`src/rtl/dual_issue_split_issuer_if.sv`:
```
// Fetch/issue bundle for the split issuer: fetch pair in, head pair out to
// the hazard checker, split request back, and the issue beat out.
interface dual_issue_split_issuer_if #(
  parameter int XLEN = 32
);
  logic            in_valid;
  logic            in_ready;
  logic [XLEN-1:0] in_instr1;
  logic [XLEN-1:0] in_instr2;
  logic [XLEN-1:0] in_pc;
  logic [XLEN-1:0] head_instr1;
  logic [XLEN-1:0] head_instr2;
  logic            split_req;
  logic            out_valid;
  logic            issue_ready;
  logic [XLEN-1:0] out_instr1;
  logic [XLEN-1:0] out_instr2;
  logic [XLEN-1:0] out_pc1;
  logic [XLEN-1:0] out_pc2;
  logic            out_nop1;
  logic            out_nop2;

  modport slave (
    input  in_valid, in_instr1, in_instr2, in_pc, split_req, issue_ready,
    output in_ready, head_instr1, head_instr2, out_valid,
           out_instr1, out_instr2, out_pc1, out_pc2, out_nop1, out_nop2
  );

  modport master (
    output in_valid, in_instr1, in_instr2, in_pc, split_req, issue_ready,
    input  in_ready, head_instr1, head_instr2, out_valid,
           out_instr1, out_instr2, out_pc1, out_pc2, out_nop1, out_nop2
  );
endinterface

```
`src/rtl/dual_issue_split_issuer.sv`:
```
// Buffers fetched instruction pairs and issues each as one dual beat, or as two
// single-slot beats (slot2 bubbled first, then slot1) when the hazard checker splits it.
module dual_issue_split_issuer #(
  parameter int              XLEN      = 32,
  parameter int              DEPTH     = 2,
  parameter logic [XLEN-1:0] NOP_INSTR = 32'h0000_0013
) (
  input  logic                     clk,
  input  logic                     rst,
  input  logic                     flush,
  dual_issue_split_issuer_if.slave bus
);

  localparam int PW = (DEPTH > 1) ? $clog2(DEPTH) : 1;
  localparam int CW = $clog2(DEPTH + 1);

  typedef enum logic {PAIR, SPLIT2} state_t;

  logic [XLEN-1:0] fifo_instr1 [DEPTH];
  logic [XLEN-1:0] fifo_instr2 [DEPTH];
  logic [XLEN-1:0] fifo_pc     [DEPTH];
  logic [PW-1:0]   rd_ptr;
  logic [PW-1:0]   wr_ptr;
  logic [CW-1:0]   count;

  state_t          state;
  state_t          state_next;

  logic            head_valid;
  logic            full;
  logic            push;
  logic            pop;
  logic            load;
  logic [XLEN-1:0] beat_instr1;
  logic [XLEN-1:0] beat_instr2;
  logic [XLEN-1:0] beat_pc1;
  logic [XLEN-1:0] beat_pc2;
  logic            beat_nop1;
  logic            beat_nop2;

  assign head_valid      = (count != '0);
  assign full            = (count == CW'(DEPTH));
  assign bus.in_ready    = !rst && !full;
  assign push            = bus.in_valid && bus.in_ready && !flush;
  assign load            = head_valid && (!bus.out_valid || bus.issue_ready) && !flush && !rst;
  assign bus.head_instr1 = head_valid ? fifo_instr1[rd_ptr] : NOP_INSTR;
  assign bus.head_instr2 = head_valid ? fifo_instr2[rd_ptr] : NOP_INSTR;

  always_ff @(posedge clk) begin
    if (rst || flush) begin
      state <= PAIR;
    end else begin
      state <= state_next;
    end
  end

  // split_req only matters on the first beat of a pair; SPLIT2 always completes it
  always_comb begin
    state_next = state;
    if (load) begin
      case (state)
        PAIR:    if (bus.split_req) state_next = SPLIT2;
        SPLIT2:  state_next = PAIR;
        default: state_next = PAIR;
      endcase
    end
  end

  always_comb begin
    beat_instr1 = fifo_instr1[rd_ptr];
    beat_instr2 = fifo_instr2[rd_ptr];
    beat_pc1    = fifo_pc[rd_ptr];
    beat_pc2    = fifo_pc[rd_ptr] + XLEN'(4);
    beat_nop1   = 1'b0;
    beat_nop2   = 1'b0;
    pop         = 1'b0;
    case (state)
      PAIR: begin
        if (bus.split_req) begin
          beat_instr2 = NOP_INSTR;
          beat_nop2   = 1'b1;
        end else begin
          pop = load;
        end
      end
      SPLIT2: begin
        beat_instr1 = NOP_INSTR;
        beat_nop1   = 1'b1;
        pop         = load;
      end
      default: ;
    endcase
  end

  always_ff @(posedge clk) begin
    if (push) begin
      fifo_instr1[wr_ptr] <= bus.in_instr1;
      fifo_instr2[wr_ptr] <= bus.in_instr2;
      fifo_pc[wr_ptr]     <= bus.in_pc;
    end
  end

  // DEPTH is a power of two, so plain pointer increment wraps modulo DEPTH
  always_ff @(posedge clk) begin
    if (rst || flush) begin
      rd_ptr <= '0;
      wr_ptr <= '0;
      count  <= '0;
    end else begin
      if (push) wr_ptr <= wr_ptr + PW'(1);
      if (pop)  rd_ptr <= rd_ptr + PW'(1);
      count <= count + CW'(push) - CW'(pop);
    end
  end

  always_ff @(posedge clk) begin
    if (rst || flush) begin
      bus.out_valid  <= 1'b0;
      bus.out_instr1 <= NOP_INSTR;
      bus.out_instr2 <= NOP_INSTR;
      bus.out_pc1    <= '0;
      bus.out_pc2    <= '0;
      bus.out_nop1   <= 1'b0;
      bus.out_nop2   <= 1'b0;
    end else if (load) begin
      bus.out_valid  <= 1'b1;
      bus.out_instr1 <= beat_instr1;
      bus.out_instr2 <= beat_instr2;
      bus.out_pc1    <= beat_pc1;
      bus.out_pc2    <= beat_pc2;
      bus.out_nop1   <= beat_nop1;
      bus.out_nop2   <= beat_nop2;
    end else if (bus.issue_ready) begin
      bus.out_valid  <= 1'b0;
      bus.out_nop1   <= 1'b0;
      bus.out_nop2   <= 1'b0;
    end
  end

endmodule

```
`src/flat_wrapper.sv`:
```
// flat-port wrapper written by rule: the top's interface ports become plain ports
module dual_issue_split_issuer_flat 
#(
  parameter int              XLEN      = 32,
  parameter int              DEPTH     = 2,
  parameter logic [XLEN-1:0] NOP_INSTR = 32'h0000_0013
)
  (clk, rst, flush, bus_in_valid, bus_in_instr1, bus_in_instr2, bus_in_pc, bus_split_req, bus_issue_ready, bus_in_ready, bus_head_instr1, bus_head_instr2, bus_out_valid, bus_out_instr1, bus_out_instr2, bus_out_pc1, bus_out_pc2, bus_out_nop1, bus_out_nop2);
  dual_issue_split_issuer_if #(.XLEN(XLEN)) bus_i ();
  input  logic clk;
  input  logic rst;
  input  logic flush;
  input wire logic [$bits(bus_i.in_valid)-1:0] bus_in_valid;
  input wire logic [$bits(bus_i.in_instr1)-1:0] bus_in_instr1;
  input wire logic [$bits(bus_i.in_instr2)-1:0] bus_in_instr2;
  input wire logic [$bits(bus_i.in_pc)-1:0] bus_in_pc;
  input wire logic [$bits(bus_i.split_req)-1:0] bus_split_req;
  input wire logic [$bits(bus_i.issue_ready)-1:0] bus_issue_ready;
  output wire logic [$bits(bus_i.in_ready)-1:0] bus_in_ready;
  output wire logic [$bits(bus_i.head_instr1)-1:0] bus_head_instr1;
  output wire logic [$bits(bus_i.head_instr2)-1:0] bus_head_instr2;
  output wire logic [$bits(bus_i.out_valid)-1:0] bus_out_valid;
  output wire logic [$bits(bus_i.out_instr1)-1:0] bus_out_instr1;
  output wire logic [$bits(bus_i.out_instr2)-1:0] bus_out_instr2;
  output wire logic [$bits(bus_i.out_pc1)-1:0] bus_out_pc1;
  output wire logic [$bits(bus_i.out_pc2)-1:0] bus_out_pc2;
  output wire logic [$bits(bus_i.out_nop1)-1:0] bus_out_nop1;
  output wire logic [$bits(bus_i.out_nop2)-1:0] bus_out_nop2;
  assign bus_i.in_valid = bus_in_valid;
  assign bus_i.in_instr1 = bus_in_instr1;
  assign bus_i.in_instr2 = bus_in_instr2;
  assign bus_i.in_pc = bus_in_pc;
  assign bus_i.split_req = bus_split_req;
  assign bus_i.issue_ready = bus_issue_ready;
  assign bus_in_ready = bus_i.in_ready;
  assign bus_head_instr1 = bus_i.head_instr1;
  assign bus_head_instr2 = bus_i.head_instr2;
  assign bus_out_valid = bus_i.out_valid;
  assign bus_out_instr1 = bus_i.out_instr1;
  assign bus_out_instr2 = bus_i.out_instr2;
  assign bus_out_pc1 = bus_i.out_pc1;
  assign bus_out_pc2 = bus_i.out_pc2;
  assign bus_out_nop1 = bus_i.out_nop1;
  assign bus_out_nop2 = bus_i.out_nop2;
  dual_issue_split_issuer #(.XLEN(XLEN), .DEPTH(DEPTH), .NOP_INSTR(NOP_INSTR)) u_core (.clk(clk), .rst(rst), .flush(flush), .bus(bus_i));
endmodule
```
`config.mk`:
```
export PLATFORM = sky130hd
export DESIGN_NAME = dual_issue_split_issuer_flat
export DESIGN_NICKNAME = d
export VERILOG_FILES = /design/src/rtl/dual_issue_split_issuer_if.sv /design/src/rtl/dual_issue_split_issuer.sv /design/src/flat_wrapper.sv
export SDC_FILE = /design/constraint.sdc
export NUM_CORES = 1
export LEC_CHECK = 0
export CAP_MARGIN = 20
export CORE_ASPECT_RATIO = 2
export CORE_UTILIZATION = 53
export CTS_CLUSTER_DIAMETER = 50
export DETAILED_ROUTE_END_ITERATION = 8
export PLACE_DENSITY_LB_ADDON = 0.05
export SLEW_MARGIN = 30
export SYNTH_ARGS = -nofsm -noshare
export SYNTH_HDL_FRONTEND = slang
export SYNTH_SLANG_ARGS = --single-unit
```
`constraint.sdc`:
```
create_clock -name clk -period 19.75 [get_ports clk]
set_clock_uncertainty 0.05 [all_clocks]
set_input_delay 3.95 -clock clk [delete_from_list [all_inputs] [get_ports clk]]
set_output_delay 3.95 -clock clk [all_outputs]
set_load 0.005 [all_outputs]
```
======== Yosys cells after proc, flatten, opt, wreduce, memory -nomap -nowiden ========
Memory sizes are Yosys's and may differ from the RTL's. A register that Yosys moved wholly into a read port is not among the register bits.
Index checks and enable logic that the tools add are counted.
storage, ports and cells
  bits in registers ....................... 136
  bits in writable memories ............... 192
  bits of input ports ..................... 102
  output and inout port bits .............. 196
  word-level logic and storage cells ...... 58
  memories kept ........................... 3
cells by class
  add/sub/neg operators ................... 5
  equality and inequality tests ........... 1
  mux-type cells .......................... 23
  bitwise gates (word level) .............. 1
  reduce and logical (&&, ||, !) cells .... 14
memory list
  name                depth  width  rd ports  clocked after memory_dff  write ports  line                           text
  u_core.fifo_instr1  2      32     1         1                         1            dual_issue_split_issuer.sv:19  logic [XLEN-1:0] fifo_instr1 [DEPTH];
  u_core.fifo_instr2  2      32     1         1                         1            dual_issue_split_issuer.sv:20  logic [XLEN-1:0] fifo_instr2 [DEPTH];
  u_core.fifo_pc      2      32     1         1                         1            dual_issue_split_issuer.sv:21  logic [XLEN-1:0] fifo_pc [DEPTH];
operators with widths
  operator               number
  $mux 32                5
  $add 32x3->32 const B  1
  $mux 1                 16
  $logic_and 1x1->1      6
  $logic_not 1->1        4
  $pmux 1 s2             2
  $reduce_bool 2->1      2
  $add 1x1->1 const B    2
  $add 2x1->2            1
  $eq 2x2->1 const B     1
  $logic_or 1x1->1       2
  $sub 2x1->2            1
  $not 1->1              1

======== Depth between registers and ports, before layout ========
Gate-level depths: netlist of the first run.
  word-level depth ........................ 9
  mapped depth ............................ 12
  depth with buffers taken out ............ 6

======== Worst setup path before layout of the first run ========
No wires, ideal clock.
  path kind ............................... input to register
  start ................................... input port flush
  end ..................................... memory u_core.fifo_instr1[0][0] (enable)
  library setup time ...................... 0.552 ns
  arrival ................................. 8.594 ns
  required time ........................... 19.148 ns
  path slack .............................. 10.554 ns
  cell stages on the path ................. 4
  path buffers ............................ 1
  cells stage by stage .................... nor2_1 clkbuf_1 nand3_1 nor2_1
between the ends
  word-level cells in the longest chain between the ends .. 4
RTL lines
  item                          line                           text
  start, declared               flat_wrapper.sv:12             input logic flush;
  $logic_not 1->1               dual_issue_split_issuer.sv:44  assign push = bus.in_valid && bus.in_ready && !flush;
  $logic_and 1x1->1             dual_issue_split_issuer.sv:44
  $mux 1                        dual_issue_split_issuer.sv:96  if (push) begin
  $mux 1 (not written as such)  dual_issue_split_issuer.sv:97  fifo_instr1[wr_ptr] <= bus.in_instr1;
  end, declared                 dual_issue_split_issuer.sv:19
No other way between the ends.

======== Worst setup path in the final report of the first run ========
  start ................................... input port rst
  end ..................................... output port bus_in_ready
between the ends
  word-level cells in the longest chain between the ends .. 2
RTL lines
  item               line                           text
  start, declared    flat_wrapper.sv:11             input logic rst;
  $logic_not 1->1    dual_issue_split_issuer.sv:43  assign bus.in_ready = !rst && !full;
  $logic_and 1x1->1  dual_issue_split_issuer.sv:43
  end, declared      flat_wrapper.sv:19             output wire logic [$bits(bus_i.in_ready)-1:0] bus_in_ready;
No other way between the ends.

==> results.sh, run 1 <==
export IMPL_relSlewSlack_pct=48.4
export IMPL_grt_pass1_wl_um=45300
export IMPL_post_cts_setup_buffers=0
export IMPL_holdWs_ns=0.399
export IMPL_gp_congestion=0.812
export IMPL_syn2layout_area_growth_pct=33.4
export IMPL_yosysMostFrequentCell="edfxtp_1"
export IMPL_ys_seq_elements=327
export IMPL_start_util_pct=54.3
export IMPL_power_total_mw=1.36
export IMPL_slew_viol_final=0
export IMPL_hold_path_class="flop to flop"
export IMPL_post_dp_cell_area_mm2=0.0155
export IMPL_via_per_inst=5.51
export IMPL_synth_area_mm2=0.0124
export IMPL_wl_um=30100
export IMPL_die_area_mm2=0.0240
export IMPL_cp_required_ns=15.75
export IMPL_setup_tns_ns=0
export IMPL_rows=78
export IMPL_cts_buffers_inserted=28
export IMPL_cts_tree="built"
export IMPL_status="finished, final reports clean"
export IMPL_num_fill_cells=1664
export IMPL_fin_nets=1374
export IMPL_synthCells=992
export IMPL_synth_top_area_share_pct=46.7
export IMPL_first_iter_violations=489
export IMPL_setup_violations=0
export IMPL_syn_nets=1096
export IMPL_ant_nets=0
export IMPL_yosysWarnings=0
export IMPL_synth_edf_count=192
export IMPL_die_y_um=218
export IMPL_yosys_area_top_type="edfxtp_1"
export IMPL_clkTransAtPathRegs_ns=0.06
export IMPL_design_area_mm2=0.0165
export IMPL_finalCritPeriodShare_pct=45.7
export IMPL_cts_root_buf="clkbuf_16"
export IMPL_period_needed_ns=9.02
export IMPL_avgSynthCellArea_um2=12.5
export IMPL_ys_top_cells_by_area="edfxtp_1 (47%), dfxtp_1 (22%), mux2i_1 (7.0%)"
export IMPL_setup_worst_path_start_class="primary input"
export IMPL_yosys_cell_types_count=59
export IMPL_ios=298
export IMPL_cp_end_kind="output pin"
export IMPL_finalHoldViolations=0
export IMPL_dr_pass1_iters=5
export IMPL_worstHoldStart="u_core.bus.out_instr1[31]"
export IMPL_leakage_nw=5.36
export IMPL_grt_overflow_total=0
export IMPL_vdd_ir_drop_max_v=0.0000888
export IMPL_utilization_pct=72.5
export IMPL_cts_hold_buf=0
export IMPL_grt_max_degree=76
export IMPL_htree_levels=1
export IMPL_synth_async_sr_flop_share_pct=0
export IMPL_clock_fmax_mhz=111
export IMPL_core_area_mm2=0.0227
export IMPL_seq_area_frac_synth_pct=68.5
export IMPL_ys_flop_type="edfxtp_1"
export IMPL_cts_resized_gates=0
export IMPL_wl_per_cell_um=19.2
export IMPL_route_detailed_drc=0
export IMPL_path_max_fanout=3
export IMPL_layout_drive_gt1_share_pct=6.04
export IMPL_antenna_found_initial=2
export IMPL_tightest_slew_ns=0.774
export IMPL_rrSetupSlack_ns=16.09
export IMPL_port_buffers=297
export IMPL_post_dp_hpwl_um=20700
export IMPL_clock_sinks=327
export IMPL_synth_common_cells="edfxtp_1 (192), dfxtp_1 (135), nor2_1 (115)"
export IMPL_critical_path_class="primary input to output pin"
export IMPL_detailroute_via_count=8671
export IMPL_cts_path_max_buffers=3
export IMPL_dieWidth_um=110
export IMPL_max_cap_violations=0
export IMPL_clk_latency_ns=0.55
export IMPL_crit_start="rst"
export IMPL_grt_pass1_vias=8552
export IMPL_grt_use_total_pct=25.3
export IMPL_rsz0062_at_grt="false"
export IMPL_power_density_mw_per_mm2=82.4
export IMPL_arrival_ns=5.02
[stage by stage]
stage	worst slack (ns)	instances
after floorplan	10.55	992
after global placement	10.73	1520
after detailed placement	10.72	1520
after CTS	10.72	1572
after global routing	10.65	1574
final	10.73	1574
[power by group]
part,total [mW],leakage [nW],internal [mW],switching [mW]
Combinational,0.0623,2.06,0.0316,0.0307
Sequential,0.733,2.83,0.730,0.00335
Clock,0.562,0.466,0.326,0.236
Total,1.36,5.36,1.09,0.270
[cell type report]
type	instances	area [um^2]	share of cell area (%)
Clock buffer	41	821	4.98
Antenna cell	2	5.00	0.0304
Sequential cell	327	8470	51.4
Multi-Input combinational cell	601	3630	22.0
Tap cell	280	350	2.13
Inverter	4	15.0	0.0911
Clock inverter	11	125	0.759
Timing Repair Buffer	308	3070	18.6
[registers in the layout, summed over array words and instances, names as in the netlist, named ones only]
signal	count
u_core.fifo_instr1	64
u_core.fifo_instr2	64
u_core.fifo_pc	64
u_core.bus.out_instr1	32
u_core.bus.out_instr2	32
u_core.bus.out_pc2	32
u_core.bus.out_pc1	30
u_core.count	2
u_core.bus.out_nop1	1
u_core.bus.out_nop2	1
u_core.bus.out_valid	1
u_core.rd_ptr	1
u_core.state	1
u_core.wr_ptr	1
[per-layer routing]
layer,vias up,GRT usage (%),part of all wire (%)
met2,289,46.6,55
li1,4158,-,-
met1,4147,26.3,35
met4,0,13.1,5.0
met5,-,0,0
met3,77,5.02,5.8
[path summary, 6_finish.rpt]
| kind | cells after the start | end |
|---|---|---|
| setup / recovery | 3 | bus_in_ready |
| hold / removal | 2 | u_core.bus.out_instr1[31] |
| setup reg to reg | 7 | u_core.bus.out_pc2[20] |
| hold reg to reg | 2 | u_core.bus.out_instr1[31] |
[logic make-up (layout without fill, tap and decap cells)]
group / after synthesis / after routing / synth area share [%]
xor+xnor: 12 / 12 / 0.851
mux: 94 / 94 / 7.69
other cells: 0 / 2 / 0
buf+inv: 64 / 364 / 2.43
fa+ha+maj: 2 / 2 / 0.203
flops: 327 / 327 / 68.5
simple gates: 337 / 337 / 12.3
compound gates: 156 / 156 / 8.03
[worst max-delay path, stage by stage]
cell,delay [ns]
clkdlybuf4s50_1,0.45
nor2b_1,0.12
clkdlybuf4s50_1,0.50
[layout by cell type (no fill, tap or decap), types with 5 or more instances in the layout]
master and n:
clkbuf_16 29, a211oi_1 15, dfxtp_1 134, xnor2_1 11
mux2i_1 87, or4_1 5, clkdlybuf4s50_1 297, nand3b_1 12
nand4_1 8, clkbuf_1 7, nand3_1 52, nor3_1 12
clkbuf_8 5, a21oi_1 30, nor2_1 110, edfxtp_1 192
nand2_1 106, o21ai_0 71, buf_4 8, o211a_1 6
mux2_2 7
No activity file was read; power rests on OpenSTA's default activity.
==> run 2: changes to the inputs <==
--- a/config.mk
+++ b/config.mk
@@ -7,7 +7,7 @@
 export LEC_CHECK = 0
 export CAP_MARGIN = 20
 export CORE_ASPECT_RATIO = 2
-export CORE_UTILIZATION = 53
+export CORE_UTILIZATION = 45
 export CTS_CLUSTER_DIAMETER = 50
 export DETAILED_ROUTE_END_ITERATION = 8
 export PLACE_DENSITY_LB_ADDON = 0.05
==> constraint.sdc (replaced) <==
create_clock -name clk -period 7.64 [get_ports clk]
set_clock_uncertainty 0.05 [all_clocks]
set_input_delay 1.528 -clock clk [delete_from_list [all_inputs] [get_ports clk]]
set_output_delay 1.528 -clock clk [all_outputs]
set_load 0.005 [all_outputs]
==> run 2 against run 1 <==
Net effect: global-route usage is 3.8 points lower; cell count is 4.9% higher; sequential cell count stayed put; non-clock buffer count is 3 higher; clock power is 140% higher; setup slack worse by 7.9 ns; critical path depth is 1 higher; design area is 0.11% higher; register-to-register slack worse by 12 ns; largest cell class unchanged; highest routed layer is now met5.
==> results.sh, run 2 (synthesis gave the netlist of run 1 again) <==
export IMPL_critical_path_class="flop to output pin"
export IMPL_relSlewSlack_pct=37.3
export IMPL_grt_pass1_vias=8609
export IMPL_grt_max_degree=65
export IMPL_cts_tree="built"
export IMPL_grt_use_total_pct=21.5
export IMPL_grt_overflow_total=0
export IMPL_port_buffers=297
export IMPL_critPathMaxStageDelay_ns=0.85
export IMPL_post_cts_setup_buffers=0
export IMPL_wl_um=30400
export IMPL_layout_drive_gt1_share_pct=5.94
export IMPL_rsz0062_at_grt="false"
export IMPL_wl_per_cell_um=18.4
export IMPL_start_util_pct=45.9
export IMPL_hold_path_class="flop to flop"
export IMPL_cts_resized_gates=0
export IMPL_route_detailed_drc=0
export IMPL_dieWidth_um=119
export IMPL_max_cap_violations=0
export IMPL_clkTransAtPathRegs_ns=0.06
export IMPL_layout_commonest_cell="clkdlybuf4s50_1"
export IMPL_slew_viol_final=0
export IMPL_core_area_mm2=0.0269
export IMPL_via_per_inst=5.21
export IMPL_largestRegisters="u_core.fifo_instr1 x64, u_core.fifo_instr2 x64, u_core.fifo_pc x64"
export IMPL_cp_required_ns=6.06
export IMPL_finalCritPeriodShare_pct=63.1
export IMPL_syn2layout_area_growth_pct=33.6
export IMPL_die_y_um=236
export IMPL_arrival_ns=3.25
export IMPL_cp_end_kind="output pin"
export IMPL_status="finished, final reports clean"
export IMPL_cts_hold_buf=0
export IMPL_tightest_slew_ns=0.941
export IMPL_vdd_ir_drop_max_v=0.000226
export IMPL_cts_path_max_buffers=3
export IMPL_grt_pass1_wl_um=47000
export IMPL_fin_nets=1378
export IMPL_cts_buffers_inserted=29
export IMPL_setup_tns_ns=0
export IMPL_htree_levels=1
export IMPL_power_density_mw_per_mm2=206
export IMPL_period_needed_ns=4.82
export IMPL_ant_nets=0
export IMPL_clk_latency_ns=0.54
export IMPL_setup_violations=0
export IMPL_path_max_fanout=59
export IMPL_first_iter_violations=495
export IMPL_cts_root_buf="clkbuf_16"
export IMPL_post_dp_hpwl_um=20600
export IMPL_ios=298
export IMPL_antenna_found_initial=7
export IMPL_gp_congestion=0.857
export IMPL_setup_worst_path_start_class="flop"
export IMPL_finalHoldViolations=0
export IMPL_dr_pass1_iters=5
export IMPL_leakage_nw=5.33
export IMPL_clock_sinks=327
export IMPL_clock_fmax_mhz=207
export IMPL_detailroute_via_count=8608
export IMPL_die_area_mm2=0.0282
export IMPL_rows=85
export IMPL_worstPathCellList="buf_4 -> mux2i_1 -> nor2_1 -> clkdlybuf4s50_1"
export IMPL_critPathSlowestCell="dfxtp_4"
export IMPL_layout_common_cells="clkdlybuf4s50_1 (297), edfxtp_1 (192), dfxtp_1 (134)"
export IMPL_holdWs_ns=0.402
[run 2: cell types whose count changed in the layout (fill, tap and decap cells not counted)]
cell       delta
clkbuf_1      +3
bufinv_16     -2
clkinv_2      +2
clkinv_4      +1
buf_6         -3
buf_4         +6
clkinv_1      +2
clkbuf_8      -5
diode_2       +5
[run 2: where the power goes]
part,switching [mW],internal [mW],total [mW]
logic,0.0778,0.0819,0.160
clock network,0.609,0.732,1.34
registers,0.00926,1.89,1.90
total,0.696,2.70,3.40
[run 2: final timing paths]
kind | start | end | slack (ns) | depth (start not counted)
worst max-delay path | flop | bus_head_instr2[28] | 2.82 | 4
worst min-delay path | u_core.bus.out_instr2[21] | u_core.bus.out_instr2[21] | 0.40 | 2
worst max register to register | flop | u_core.bus.out_pc2[20] | 3.99 | 6
worst min register to register | u_core.bus.out_instr2[21] | u_core.bus.out_instr2[21] | 0.40 | 2
[run 2: layer usage]
layer	global-route usage, %	vias up	share of wire, %
met2	38.3	269	53
met5	0	-	0.043
li1	-	4180	-
met4	10.0	2	3.7
met3	5.95	57	7.2
met1	23.3	4100	36
[run 2: worst max-delay path: cells and delay by family (launching register included)]
kind	cells	cell delay [ns]
buffers and inverters	2	1.37
multiplexers	1	0.21
flip-flops	1	0.85
AND/OR/NAND/NOR	1	0.18
[run 2: layout make-up]
| type | instances | area (um^2) |
|---|---|---|
| diodes | 7 | 17.5 |
| clock buffers | 39 | 763 |
| clock inverters | 14 | 91.3 |
| fillers | 2222 | 10400 |
| inverters | 4 | 15.0 |
| multi-input cells | 601 | 3630 |
| flip-flops and latches | 327 | 8470 |
| well taps | 348 | 435 |
| repair buffers | 311 | 3080 |
[run 2: stage by stage]
step	worst slack (ns)	power (mW)	utilization, %	area [um^2]	instances
after floorplan	0.866	2.00	-	12400	992
after global placement	3.32	2.09	58.1	15600	1591
after detailed placement	3.32	2.10	58.1	15600	1591
after CTS	2.73	3.43	61.3	16500	1644
after global routing	2.61	3.51	61.3	16500	1650
final	2.82	3.40	61.3	16500	1651
==> run 3: changes to the inputs <==
--- a/config.mk
+++ b/config.mk
@@ -7,7 +7,7 @@
 export LEC_CHECK = 0
 export CAP_MARGIN = 20
 export CORE_ASPECT_RATIO = 2
-export CORE_UTILIZATION = 45
+export CORE_UTILIZATION = 50
 export CTS_CLUSTER_DIAMETER = 50
 export DETAILED_ROUTE_END_ITERATION = 8
 export PLACE_DENSITY_LB_ADDON = 0.05
==> constraint.sdc (replaced) <==
create_clock -name clk -period 4.45 [get_ports clk]
set_clock_uncertainty 0.05 [all_clocks]
set_input_delay 0.89 -clock clk [delete_from_list [all_inputs] [get_ports clk]]
set_output_delay 0.89 -clock clk [all_outputs]
set_load 0.005 [all_outputs]
==> run 3 against run 2 <==
Net effect: combinational power is 74% higher; cell count shrank 3.5%; register-to-register slack got worse by 2.5 ns; count of clock-buffer cells in the layout decreased by 1.
==> results.sh, run 3 (synthesis gave the netlist of run 1 again) <==
export IMPL_comb_power_share_pct=4.6
export IMPL_cp_required_ns=3.51
export IMPL_ant_nets=0
export IMPL_antenna_found_initial=5
export IMPL_worstHoldStart="u_core.bus.out_instr1[23]"
export IMPL_via_per_inst=5.41
export IMPL_reg2reg_to="u_core.bus.out_pc2[20]"
export IMPL_max_cap_violations=0
export IMPL_pwr_share_clk_pct=41.8
export IMPL_clkTransAtPathRegs_ns=0.06
export IMPL_rrSetupSlack_ns=1.46
export IMPL_gp_congestion=0.793
export IMPL_die_area_mm2=0.0254
export IMPL_hold_path_class="flop to flop"
export IMPL_port_buffers=297
export IMPL_layout_common_cells="clkdlybuf4s50_1 (297), edfxtp_1 (192), dfxtp_1 (134)"
export IMPL_relSlewSlack_pct=42.7
export IMPL_dpl_cell_count=1534
export IMPL_min_to="u_core.bus.out_instr1[23]"
export IMPL_cp_end_kind="output pin"
export IMPL_power_total_mw=6.07
export IMPL_detailroute_via_count=8612
export IMPL_pwr_share_seq_pct=53.6
export IMPL_instances_no_fill=1593
export IMPL_cts_resized_gates=0
export IMPL_first_iter_violations=511
export IMPL_grt_pass1_vias=8476
export IMPL_layout_commonest_cell="clkdlybuf4s50_1"
export IMPL_slew_viol_final=0
export IMPL_die_y_um=224
export IMPL_grt_pass1_wl_um=44700
export IMPL_arrival_ns=2.53
export IMPL_cts_buffers_inserted=29
export IMPL_reg2regPathDepth=6
export IMPL_tightest_slew_ns=0.859
export IMPL_cts_hold_buf=0
export IMPL_grt_overflow_total=0
export IMPL_critical_path_class="flop to output pin"
export IMPL_setup_violations=0
export IMPL_fin_ws_ns=0.981
export IMPL_vdd_ir_drop_max_v=0.000388
export IMPL_wl_um=29500
export IMPL_clk_latency_ns=0.55
export IMPL_wl_per_cell_um=18.5
export IMPL_htree_levels=1
export IMPL_finalCritPeriodShare_pct=78.0
export IMPL_setup_tns_ns=0
export IMPL_ios=298
export IMPL_dp_slack_ns=1.13
export IMPL_path_max_fanout=63
export IMPL_syn2layout_area_growth_pct=34.2
export IMPL_cts_root_buf="clkbuf_16"
export IMPL_largestRegisters="u_core.fifo_instr1 x64, u_core.fifo_instr2 x64, u_core.fifo_pc x64"
export IMPL_fin_nets=1379
export IMPL_dieWidth_um=113
export IMPL_utilization_pct=68.2
export IMPL_hold_path_depth=2
export IMPL_grt_max_degree=65
export IMPL_clock_fmax_mhz=288
export IMPL_rows=81
export IMPL_holdWs_ns=0.398
export IMPL_core_area_mm2=0.0243
export IMPL_start_util_pct=50.8
export IMPL_leakage_nw=5.39
export IMPL_post_cts_setup_buffers=0
export IMPL_finalHoldViolations=0
export IMPL_layout_drive_gt1_share_pct=6.32
export IMPL_design_area_mm2=0.0166
export IMPL_cts_tree="built"
export IMPL_p_sw_mw=1.22
export IMPL_power_switching_share_pct=20.1
export IMPL_grt_use_total_pct=23.0
export IMPL_cts_path_max_buffers=3
export IMPL_post_dp_hpwl_um=20500
export IMPL_clock_sinks=327
export IMPL_post_dp_cell_area_mm2=0.0156
export IMPL_route_detailed_drc=0
export IMPL_period_needed_ns=3.47
export IMPL_power_density_mw_per_mm2=366
export IMPL_dr_pass1_iters=4
export IMPL_status="finished, final reports clean"
export IMPL_setup_worst_path_start_class="flop"
export IMPL_p_int_mw=4.85
export IMPL_rsz0062_at_grt="false"
## run 3: cell count changes in the layout (fill, tap and decap cells not counted), moves of 2 or more
| cell | delta |
|---|---|
| clkbuf_8 | +2 |
| diode_2 | -2 |
| buf_4 | -2 |
| buf_12 | +3 |
| bufinv_16 | +3 |
| clkbuf_1 | -3 |
| clkinv_2 | -4 |
## run 3: worst max path at each step
stage / start / endpoint / slack (ns) / depth (start not counted)
2_1_floorplan: flush / u_core.fifo_instr1[1][0] / -0.09 / 4
3_3_place_gp: flush / u_core.fifo_instr1[0][24] / 1.16 / 5
3_5_place_dp: flush / u_core.fifo_instr1[0][25] / 1.13 / 5
4_1_cts: flop / bus_head_instr1[3] / 0.93 / 4
5_1_grt: flop / bus_head_instr1[3] / 0.85 / 4
6_report: flop / bus_head_instr1[12] / 0.98 / 4
## run 3: power groups by stage
stage | logic (mW) | clock network, mW | registers (mW)
after floorplan | 0.101 | 0 | 3.32
after global placement | 0.275 | 0 | 3.32
after detailed placement | 0.279 | 0 | 3.32
after CTS | 0.280 | 2.60 | 3.25
after global routing | 0.299 | 2.70 | 3.26
final | 0.278 | 2.54 | 3.25
## run 3: layout make-up
cell class / count / area [um^2]
flip-flops and latches: 327 / 8470
fillers: 1832 / 7740
multi-input cells: 601 / 3630
repair buffers: 312 / 3120
clock buffers: 38 / 779
well taps: 290 / 363
clock inverters: 16 / 185
inverters: 4 / 15.0
diodes: 5 / 12.5
## run 3: worst max-delay path, stage by stage, from the launching register on
cell and delay, ns:
dfxtp_4 0.54, buf_12 0.40, mux2i_1 0.43, nor2_1 0.07, clkdlybuf4s50_1 0.45
## run 3: per-layer routing
layer	up-vias	global-route usage (%)	share of wire [%]
li1	4172	-	-
met1	4117	23.8	36
met2	253	42.9	54
met3	70	4.80	5.7
met4	0	11.6	4.6
met5	-	0	0
